===== src/rtl/hazard_ctrl_if.sv =====
// Decode-side hazard bus: instruction fields and redirect/MDU status in, stage controls and forward selects out.
interface hazard_ctrl_if;
  logic       id_valid;
  logic [4:0] id_rs1;
  logic [4:0] id_rs2;
  logic       id_rs1_en;
  logic       id_rs2_en;
  logic [4:0] id_rd;
  logic       id_rd_en;
  logic       id_is_load;
  logic       id_is_mdu;
  logic       ex_redirect;
  logic       mdu_done;
  logic       pc_en;
  logic       ifid_en;
  logic       ifid_flush;
  logic       idex_en;
  logic       idex_bubble;
  logic       exmem_bubble;
  logic       mdu_start;
  logic [1:0] fwd_sel1;
  logic [1:0] fwd_sel2;
  logic       mdu_timeout;

  modport master (
    output id_valid, id_rs1, id_rs2, id_rs1_en, id_rs2_en, id_rd, id_rd_en,
           id_is_load, id_is_mdu, ex_redirect, mdu_done,
    input  pc_en, ifid_en, ifid_flush, idex_en, idex_bubble, exmem_bubble,
           mdu_start, fwd_sel1, fwd_sel2, mdu_timeout
  );

  modport slave (
    input  id_valid, id_rs1, id_rs2, id_rs1_en, id_rs2_en, id_rd, id_rd_en,
           id_is_load, id_is_mdu, ex_redirect, mdu_done,
    output pc_en, ifid_en, ifid_flush, idex_en, idex_bubble, exmem_bubble,
           mdu_start, fwd_sel1, fwd_sel2, mdu_timeout
  );
endinterface


===== src/rtl/hazard_ctrl.sv =====
// RV32I 5-stage pipeline sequencer: EX/MEM rd scoreboard, forwarding, load-use stall, redirect flush, MDU handshake.
// Define HAZARD_CTRL_PERF_EN to add the stall_cycles / flush_count performance counters.
module hazard_ctrl #(
  parameter int MDU_MAX_CYCLES = 40,
  parameter int CNT_W          = 6
) (
  input  logic         clk,
  input  logic         rst,
  hazard_ctrl_if.slave bus
`ifdef HAZARD_CTRL_PERF_EN
  ,
  output logic [31:0]  stall_cycles,
  output logic [31:0]  flush_count
`endif
);

  typedef enum logic {RUN, MDU_WAIT} state_t;

  typedef struct packed {
    logic       vld;
    logic [4:0] rd;
    logic       ld;
  } slot_t;

  state_t           state;
  logic [CNT_W-1:0] cnt;
  logic             timeout;
  slot_t            ex_slot;
  logic             mem_vld;
  logic [4:0]       mem_rd;

  slot_t      id_slot;
  logic       hit1_ex, hit2_ex, hit1_mem, hit2_mem;
  logic       load_use, cnt_last, wait_end, mdu_issue;
  logic       pc_en, ifid_en, ifid_flush, idex_en, idex_bubble, exmem_bubble, mdu_start;
  logic [1:0] fwd1, fwd2;

  // x0 is never marked valid, so it can never produce a match
  assign id_slot  = '{vld: bus.id_rd_en && (bus.id_rd != 5'd0), rd: bus.id_rd, ld: bus.id_is_load};
  assign hit1_ex  = bus.id_valid && bus.id_rs1_en && ex_slot.vld && (ex_slot.rd == bus.id_rs1);
  assign hit2_ex  = bus.id_valid && bus.id_rs2_en && ex_slot.vld && (ex_slot.rd == bus.id_rs2);
  assign hit1_mem = bus.id_valid && bus.id_rs1_en && mem_vld && (mem_rd == bus.id_rs1);
  assign hit2_mem = bus.id_valid && bus.id_rs2_en && mem_vld && (mem_rd == bus.id_rs2);
  assign load_use = ex_slot.ld && (hit1_ex || hit2_ex);
  assign cnt_last = (cnt == CNT_W'(MDU_MAX_CYCLES - 1));
  assign wait_end = bus.mdu_done || cnt_last;
  assign mdu_issue = !bus.ex_redirect && !load_use && bus.id_valid && bus.id_is_mdu;

  always_comb begin
    pc_en        = 1'b1;
    ifid_en      = 1'b1;
    ifid_flush   = 1'b0;
    idex_en      = 1'b1;
    idex_bubble  = 1'b0;
    exmem_bubble = 1'b0;
    mdu_start    = 1'b0;
    fwd1         = 2'b00;
    fwd2         = 2'b00;
    if (rst) begin
      // hold the reset-state controls while reset is asserted, whatever the inputs do
    end else if (state == RUN) begin
      fwd1 = (hit1_ex && !ex_slot.ld) ? 2'b01 : (hit1_mem ? 2'b10 : 2'b00);
      fwd2 = (hit2_ex && !ex_slot.ld) ? 2'b01 : (hit2_mem ? 2'b10 : 2'b00);
      if (bus.ex_redirect) begin
        ifid_flush  = 1'b1;
        idex_bubble = 1'b1;
      end else if (load_use) begin
        pc_en       = 1'b0;
        ifid_en     = 1'b0;
        idex_bubble = 1'b1;
      end else if (mdu_issue) begin
        mdu_start = 1'b1;
      end
    end else begin
      pc_en        = 1'b0;
      ifid_en      = 1'b0;
      idex_en      = 1'b0;
      exmem_bubble = !wait_end;
    end
  end

  always_ff @(posedge clk or posedge rst) begin
    if (rst) begin
      state   <= RUN;
      cnt     <= '0;
      timeout <= 1'b0;
      ex_slot <= '0;
      mem_vld <= 1'b0;
      mem_rd  <= 5'd0;
    end else begin
      if (state == RUN) begin
        if (mdu_issue) begin
          state <= MDU_WAIT;
          cnt   <= '0;
        end
      end else begin
        cnt <= cnt + 1'b1;
        if (cnt_last && !bus.mdu_done) timeout <= 1'b1;
        if (wait_end) state <= RUN;
      end
      if (idex_en) ex_slot <= (idex_bubble || !bus.id_valid) ? '0 : id_slot;
      mem_vld <= !exmem_bubble && ex_slot.vld;
      mem_rd  <= ex_slot.rd;
    end
  end

`ifdef HAZARD_CTRL_PERF_EN
  always_ff @(posedge clk or posedge rst) begin
    if (rst) begin
      stall_cycles <= 32'd0;
      flush_count  <= 32'd0;
    end else begin
      if (!pc_en) stall_cycles <= stall_cycles + 32'd1;
      if (state == RUN && bus.ex_redirect) flush_count <= flush_count + 32'd1;
    end
  end
`endif

  assign bus.pc_en        = pc_en;
  assign bus.ifid_en      = ifid_en;
  assign bus.ifid_flush   = ifid_flush;
  assign bus.idex_en      = idex_en;
  assign bus.idex_bubble  = idex_bubble;
  assign bus.exmem_bubble = exmem_bubble;
  assign bus.mdu_start    = mdu_start;
  assign bus.fwd_sel1     = fwd1;
  assign bus.fwd_sel2     = fwd2;
  assign bus.mdu_timeout  = timeout;

endmodule


===== src/flat_wrapper.sv =====
// flat-port wrapper written by rule: the top's interface ports become plain ports
module hazard_ctrl_flat 
#(
  parameter int MDU_MAX_CYCLES = 40,
  parameter int CNT_W          = 6
)
  (clk, rst, bus_id_valid, bus_id_rs1, bus_id_rs2, bus_id_rs1_en, bus_id_rs2_en, bus_id_rd, bus_id_rd_en, bus_id_is_load, bus_id_is_mdu, bus_ex_redirect, bus_mdu_done, bus_pc_en, bus_ifid_en, bus_ifid_flush, bus_idex_en, bus_idex_bubble, bus_exmem_bubble, bus_mdu_start, bus_fwd_sel1, bus_fwd_sel2, bus_mdu_timeout);
  hazard_ctrl_if bus_i ();
  input  logic clk;
  input  logic rst;
  input wire logic [$bits(bus_i.id_valid)-1:0] bus_id_valid;
  input wire logic [$bits(bus_i.id_rs1)-1:0] bus_id_rs1;
  input wire logic [$bits(bus_i.id_rs2)-1:0] bus_id_rs2;
  input wire logic [$bits(bus_i.id_rs1_en)-1:0] bus_id_rs1_en;
  input wire logic [$bits(bus_i.id_rs2_en)-1:0] bus_id_rs2_en;
  input wire logic [$bits(bus_i.id_rd)-1:0] bus_id_rd;
  input wire logic [$bits(bus_i.id_rd_en)-1:0] bus_id_rd_en;
  input wire logic [$bits(bus_i.id_is_load)-1:0] bus_id_is_load;
  input wire logic [$bits(bus_i.id_is_mdu)-1:0] bus_id_is_mdu;
  input wire logic [$bits(bus_i.ex_redirect)-1:0] bus_ex_redirect;
  input wire logic [$bits(bus_i.mdu_done)-1:0] bus_mdu_done;
  output wire logic [$bits(bus_i.pc_en)-1:0] bus_pc_en;
  output wire logic [$bits(bus_i.ifid_en)-1:0] bus_ifid_en;
  output wire logic [$bits(bus_i.ifid_flush)-1:0] bus_ifid_flush;
  output wire logic [$bits(bus_i.idex_en)-1:0] bus_idex_en;
  output wire logic [$bits(bus_i.idex_bubble)-1:0] bus_idex_bubble;
  output wire logic [$bits(bus_i.exmem_bubble)-1:0] bus_exmem_bubble;
  output wire logic [$bits(bus_i.mdu_start)-1:0] bus_mdu_start;
  output wire logic [$bits(bus_i.fwd_sel1)-1:0] bus_fwd_sel1;
  output wire logic [$bits(bus_i.fwd_sel2)-1:0] bus_fwd_sel2;
  output wire logic [$bits(bus_i.mdu_timeout)-1:0] bus_mdu_timeout;
  assign bus_i.id_valid = bus_id_valid;
  assign bus_i.id_rs1 = bus_id_rs1;
  assign bus_i.id_rs2 = bus_id_rs2;
  assign bus_i.id_rs1_en = bus_id_rs1_en;
  assign bus_i.id_rs2_en = bus_id_rs2_en;
  assign bus_i.id_rd = bus_id_rd;
  assign bus_i.id_rd_en = bus_id_rd_en;
  assign bus_i.id_is_load = bus_id_is_load;
  assign bus_i.id_is_mdu = bus_id_is_mdu;
  assign bus_i.ex_redirect = bus_ex_redirect;
  assign bus_i.mdu_done = bus_mdu_done;
  assign bus_pc_en = bus_i.pc_en;
  assign bus_ifid_en = bus_i.ifid_en;
  assign bus_ifid_flush = bus_i.ifid_flush;
  assign bus_idex_en = bus_i.idex_en;
  assign bus_idex_bubble = bus_i.idex_bubble;
  assign bus_exmem_bubble = bus_i.exmem_bubble;
  assign bus_mdu_start = bus_i.mdu_start;
  assign bus_fwd_sel1 = bus_i.fwd_sel1;
  assign bus_fwd_sel2 = bus_i.fwd_sel2;
  assign bus_mdu_timeout = bus_i.mdu_timeout;
  hazard_ctrl #(.MDU_MAX_CYCLES(MDU_MAX_CYCLES), .CNT_W(CNT_W)) u_core (.clk(clk), .rst(rst), .bus(bus_i));
endmodule

===== config.mk =====
export PLATFORM = sky130hd
export DESIGN_NAME = hazard_ctrl_flat
export DESIGN_NICKNAME = d
export VERILOG_FILES = /design/src/rtl/hazard_ctrl_if.sv /design/src/rtl/hazard_ctrl.sv /design/src/flat_wrapper.sv
export SDC_FILE = /design/constraint.sdc
export NUM_CORES = 1
export LEC_CHECK = 0
export ABC_AREA = 1
export CAP_MARGIN = 20
export CORE_ASPECT_RATIO = 1.25
export CORE_UTILIZATION = 50
export DETAILED_ROUTE_END_ITERATION = 12
export GPL_TIMING_DRIVEN = 0
export PLACE_DENSITY = 0.79
export SLEW_MARGIN = 15
export SYNTH_ARGS = -nofsm -noshare
export SYNTH_HDL_FRONTEND = slang
export SYNTH_SLANG_ARGS = --single-unit

===== constraint.sdc =====
create_clock -name clk -period 3 [get_ports clk]
set_clock_uncertainty 0.15 [all_clocks]
set_input_delay 0.6 -clock clk [delete_from_list [all_inputs] [get_ports clk]]
set_output_delay 0.6 -clock clk [all_outputs]
set_load 0.01 [all_outputs]

After elaboration in Yosys (flattened, before gate mapping)
Index checks and enable logic that the tools add are counted. Widths: inputs -> output; s select.

Multiplexer cells: 33. Reduce and logical (&&, ||, !) cells: 32. $add $sub $neg: 1. Eq/ne operators: 5.

Operators with widths (count): $mux 1 (22); $eq 5x5->1 (4); $logic_and 1x1->1 (19); $mux 2 (8); $mux 6 (2); $logic_not 1->1 (7); $mux 7 (1); $add 6x1->6 const B (1); $eq 6x6->1 const B (1); $reduce_bool 5->1 (1); $logic_or 1x1->1 (3); $reduce_and 2->1 (1); $reduce_bool 2->1 (1).

Input port bits: 25. Word-level logic and storage cells: 79. Register bits after elaboration: 21. Output and inout bits: 12.

Longest topological paths before layout
Word-level depth: 14. Gate-level depth with buffers: 12. Gate-level depth less buffers: 11.

Worst setup path after synthesis
Ideal clock, no wire load.

Kind: input -> output. Start point: input rst. End point: output bus_pc_en. Cell stages on the path: 5. Buffers on the path: 1. Required time: 2.250 ns. Data arrival time: 1.558 ns. Slack: 0.692 ns. Cell sequence: inv_1 nand2_1 o21ai_0 inv_1 buf_4.

Cells in the longest elaborated chain, start to end: 1.

Ends and longest elaborated chain: start: declaration (RTL line flat_wrapper.sv:10) `input logic rst;`; $mux 1; end: declaration (RTL line flat_wrapper.sv:22) `output wire logic [$bits(bus_i.pc_en)-1:0] bus_pc_en;`.

Every way passes these cells.

Worst setup path in the final report
Start point: input bus_id_rs2_en. End point: output bus_mdu_start.

Cells in the longest elaborated chain, start to end: 14.

Ends and longest elaborated chain: start: declaration (RTL line flat_wrapper.sv:15) `input wire logic [$bits(bus_i.id_rs2_en)-1:0] bus_id_rs2_en;`; $logic_and 1x1->1 * (3 in series) (RTL line hazard_ctrl.sv:41) `assign hit2_ex = bus.id_valid && bus.id_rs2_en && ex_slot.vld && (ex_slot.rd == bus.id_rs2);`; $logic_or 1x1->1 * (RTL line hazard_ctrl.sv:44) `assign load_use = ex_slot.ld && (hit1_ex || hit2_ex);`; $logic_and 1x1->1 * (RTL line hazard_ctrl.sv:44); $logic_not 1->1 (RTL line hazard_ctrl.sv:47) `assign mdu_issue = !bus.ex_redirect && !load_use && bus.id_valid && bus.id_is_mdu;`; $logic_and 1x1->1 (3 in series) (RTL line hazard_ctrl.sv:47); $mux 1 (RTL line hazard_ctrl.sv:71) `end else if (mdu_issue) begin`; $mux 1 * (RTL line hazard_ctrl.sv:67) `end else if (load_use) begin`; $mux 1 * (RTL line hazard_ctrl.sv:64) `if (bus.ex_redirect) begin`; $mux 1 * (RTL line hazard_ctrl.sv:61) `end else if (state == RUN) begin`; $mux 1 * (RTL line hazard_ctrl.sv:59) `if (rst) begin`; end: declaration (RTL line flat_wrapper.sv:28) `output wire logic [$bits(bus_i.mdu_start)-1:0] bus_mdu_start;`.

Mark *: on every way between the ends. The rest lies on a longest branch, timed or not.

==> metrics.md <==
| Metric | Value |
|---|---|
| Largest net degree at the start of global routing | 12 |
| Least-Margin Pin Slew | roughly 520 ps |
| Final Max Tran Viols | 0 |
| DRT antenna net count | 0 |
| Number of synthesized register bits | 21 |
| CP arrival | around 2200 ps |
| GRT Resource Usage Total | around a quarter |
| Wirelength per Cell | around 12 microns |
| Max H-tree Level | 1 |
| Hold-fix buffer count after cts | 0 |
| Die Span Y | just over 60 microns |
| Worst setup path class | input port to primary output |
| GPL Wtd Cong | 0.824 |
| Nets@finish | 276 |
| Routed via count | roughly 1,400 |
| Worst R2R Start | u_core.ex_slot[4]$_DFFE_PP0P_ |
| Cell count of the worst reg-to-reg path | 12 |
| Synth Flop Type | dfrtp_1 |
| # rows | 21 |
| YS warnings | 0 |
| Post-synth cell types | 31 |
| Setup ws final | ~98 ps |
| Top delay family on crit path | buffers and inverters |
| Data required, critical path | roughly 2300 ps |
| Vias/cell | 4.90 |
| Hold Crit Class | flop to flop |
| Utilization after layout | a little under three quarters |
| P&R area growth vs syn | 34.2% |
| Final worst path period share | between 90% and 100% |
| Max cap viols | 0 |
| WP buf/inv | 4 |
| Pwr Total | between 0.6 and 0.7 mW |
| CTS tree | built |
| CP endpoint kind | primary output |
| Worst R2R End | u_core.cnt[4]$_DFFE_PP0P_ |
| Critical-path cell list | clkdlybuf4s50_1 > nand2_2 > inv_2 > nand2_1 > nor2_2 > nand3_2 > nand2_2 > nand2_4 > buf_4 > nand3b_4 > nor2_1 > dlygate4sd2_1 |
| CTS Buf Count | 3 |
| Clk_lat worst skew | 300 ps |
| Sum Neg Setup Slack | 0 ps |
| Hold Startpoint | u_core.ex_slot[2]$_DFFE_PP0P_ |
| Status | completed |
| Post-synth top area share | 37.0% |
| Clock slew at reported path FFs | 120 ps |
| Peak VDD IR | between 0.2 and 0.3 mV |
| WHS Endpoint | u_core.mem_rd[1]$_DFF_PP0_ |
| Drt drc | 0 |
| Slowest stage delay, CP | about 470 ps |
| Hold Path Stages | 0 |
| Congestion Overflow GR | 0 |
| Register area share after synthesis | between 30% and 40% |
| Pre-Repair DR Iteration Count | 4 |
| Clk sinks | 21 |
| Die Area | 3060 sq um |
| Synth top area cells | dfrtp_1 37%, nand2_1 16%, inv_1 8.2% |
| Crit path max-delay cell type | clkdlybuf4s50_1 |
| R2R Setup Slk | ~1200 ps |
| Worst slew margin | 65.1% |
| Syn Area/Cell | roughly 7 sq um |
| First-pass GRT wire length | roughly 5600 microns |
| Die width | 49.7 microns |
| Final hold viol count | 0 |
| Final setup viols | 0 |
| Synth Cell Area | ~1400 sq um |
| Cells after synthesis | roughly 200 |
| PD cells | 360 nW/um^2 |
| Fmax | 0.345 GHz |
| Crit path launch type | input port |
| FFs w/ async S/R, synth | 100% |
| Max Root-Sink Buffers | 2 |
| # IOs | 37 |
| Number of synthesized flops with an enable pin | 0 |
| Vias in the first global route | 1,266 |
| Net Count, Synth | between 200 and 250 |
| Initial Util | ~53% |
| Most used cell, CP | nand2_2 |
| Final HPWL DP | 2540 microns |
| Core ar. | between 2000 and 3000 sq um |
| Antenna Cells | 0 |
| Routed WL | 3360 microns |
| Pre-CTS WS | -526 ps |
| Buffers on Ports | 35 |
| Cell taking the most area after synthesis | dfrtp_1 |
| Iteration-0 DRC Markers | 46 |
| Critical path peak fanout | 4 |
| Initial antenna violation count | 0 |
| Share of post-route cells with drive strength above 1 | 18.5% |
| P_leak | between 1 and 1.5 nW |
| Clock Tree Root | clkbuf_4 |
| Fin crit period | a little under 3000 ps |
worst max-delay path by stage:
stage	cells past startpoint	end	from
6_report	12	bus_mdu_start	bus_id_rs2_en
5_1_grt	12	bus_mdu_start	bus_id_rs1_en
4_1_cts	12	bus_pc_en	bus_id_rs1[4]
3_5_place_dp	7	bus_pc_en	rst
3_3_place_gp	7	bus_pc_en	rst
2_1_floorplan	5	bus_pc_en	rst
synthesized netlist by cell type (2+ instances only):
master / count
nor4_1: 2
o21ai_0: 9
nor2_1: 20
nand2_2: 4
xnor2_1: 4
nand4_1: 2
inv_2: 4
nand3_1: 20
buf_4: 2
nand2_4: 3
a21oi_1: 2
nor2_2: 2
nand3_2: 2
inv_1: 31
nand2_1: 60
dfrtp_1: 21
nor3_1: 2
layer usage:
metal  global-route usage, %  routed length (microns)  part of all wire (%)  vias up
met5                       0                        0                     0        -
li1                        -                        -                     -      732
met1                    29.6                     1520                    45      616
met4                    9.80                       46                   1.4        0
met3                    2.47                      101                   3.0        4
met2                    45.9                     1690                    50       35
worst reg2reg max path, stage by stage (launching register included):
cell	delay, ps
dfrtp_1	450
inv_1	100
nand2_1	50
o21ai_1	120
nor2_2	60
nand3_2	90
nand2_2	70
nand2_4	80
buf_4	120
nand3b_4	80
buf_4	160
nand3_1	80
nand2_1	60
repair_timing:
action	4_1_cts	5_1_grt
gates resized for setup	14	20
buffers inserted	1	4
gates cloned	1	0
pin swaps	2	8
setup endpoints to repair	7	6
cells by family (layout without fill, tap and decap cells):
family | count (synthesis) | in the layout | share of synthesized area [%]
adders and majority gates | 1 | 1 | 0.880
DFF | 21 | 21 | 37.0
AOI/OAI and AO/OA | 18 | 18 | 8.19
xor gates and xnor gates | 4 | 4 | 2.46
buffers and inverters | 40 | 85 | 11.8
and+or+nand+nor | 120 | 120 | 39.7
cell usage in the layout (no fill, tap or decap), types with 2 or more instances in the layout:
cell              n
dlygate4sd2_1     8
nand2_4           3
nor4_1            2
clkbuf_2          2
o21ai_0           7
dlymetal6s2s_1    6
nand2_1          60
nand2_2           4
xnor2_1           4
clkdlybuf4s50_1  19
nor2_1           16
a21oi_1           2
nand3_1          20
nor3_1            2
buf_4             8
nand4_1           2
inv_2             8
clkbuf_4          3
inv_1            26
nor2_2            5
dfrtp_1          21
nor2_4            2
nand3_2           2
through the flow:
step / instances / hold WS, ps / area, sq um
6_report: 283 / 295 / 1910
2_1_floorplan: 204 / 245 / 1420
5_1_grt: 283 / 323 / 1910
3_3_place_gp: 273 / 256 / 1810
4_1_cts: 279 / 296 / 1850
3_5_place_dp: 273 / 269 / 1810
where the power goes:
part | switching, mW | internal [mW] | leakage (nW)
clock | 0.0859 | 0.0519 | 0.0150
combinational | 0.112 | 0.0888 | 0.764
sequential | 0.0326 | 0.316 | 0.279
state kept, by name (all words and copies together), names as in the netlist:
| name | count |
|---|---|
| u_core.bus.mdu_timeout | 1 |
| u_core.cnt | 6 |
| u_core.mem_rd | 5 |
| u_core.ex_slot | 7 |
| u_core.mem_vld | 1 |
| u_core.state | 1 |
area by class of cell:
type                    count  area [sq um]
clock buffers               4          26.3
fillers                   254           772
multi-input cells         143           752
flip-flops and latches     21           526
repair buffers             40           385
well taps                  34          42.5
repair inverters            1          5.00
plain buffers               5          36.3
inverters                  35           135
(Power assumes the default switching activity.)
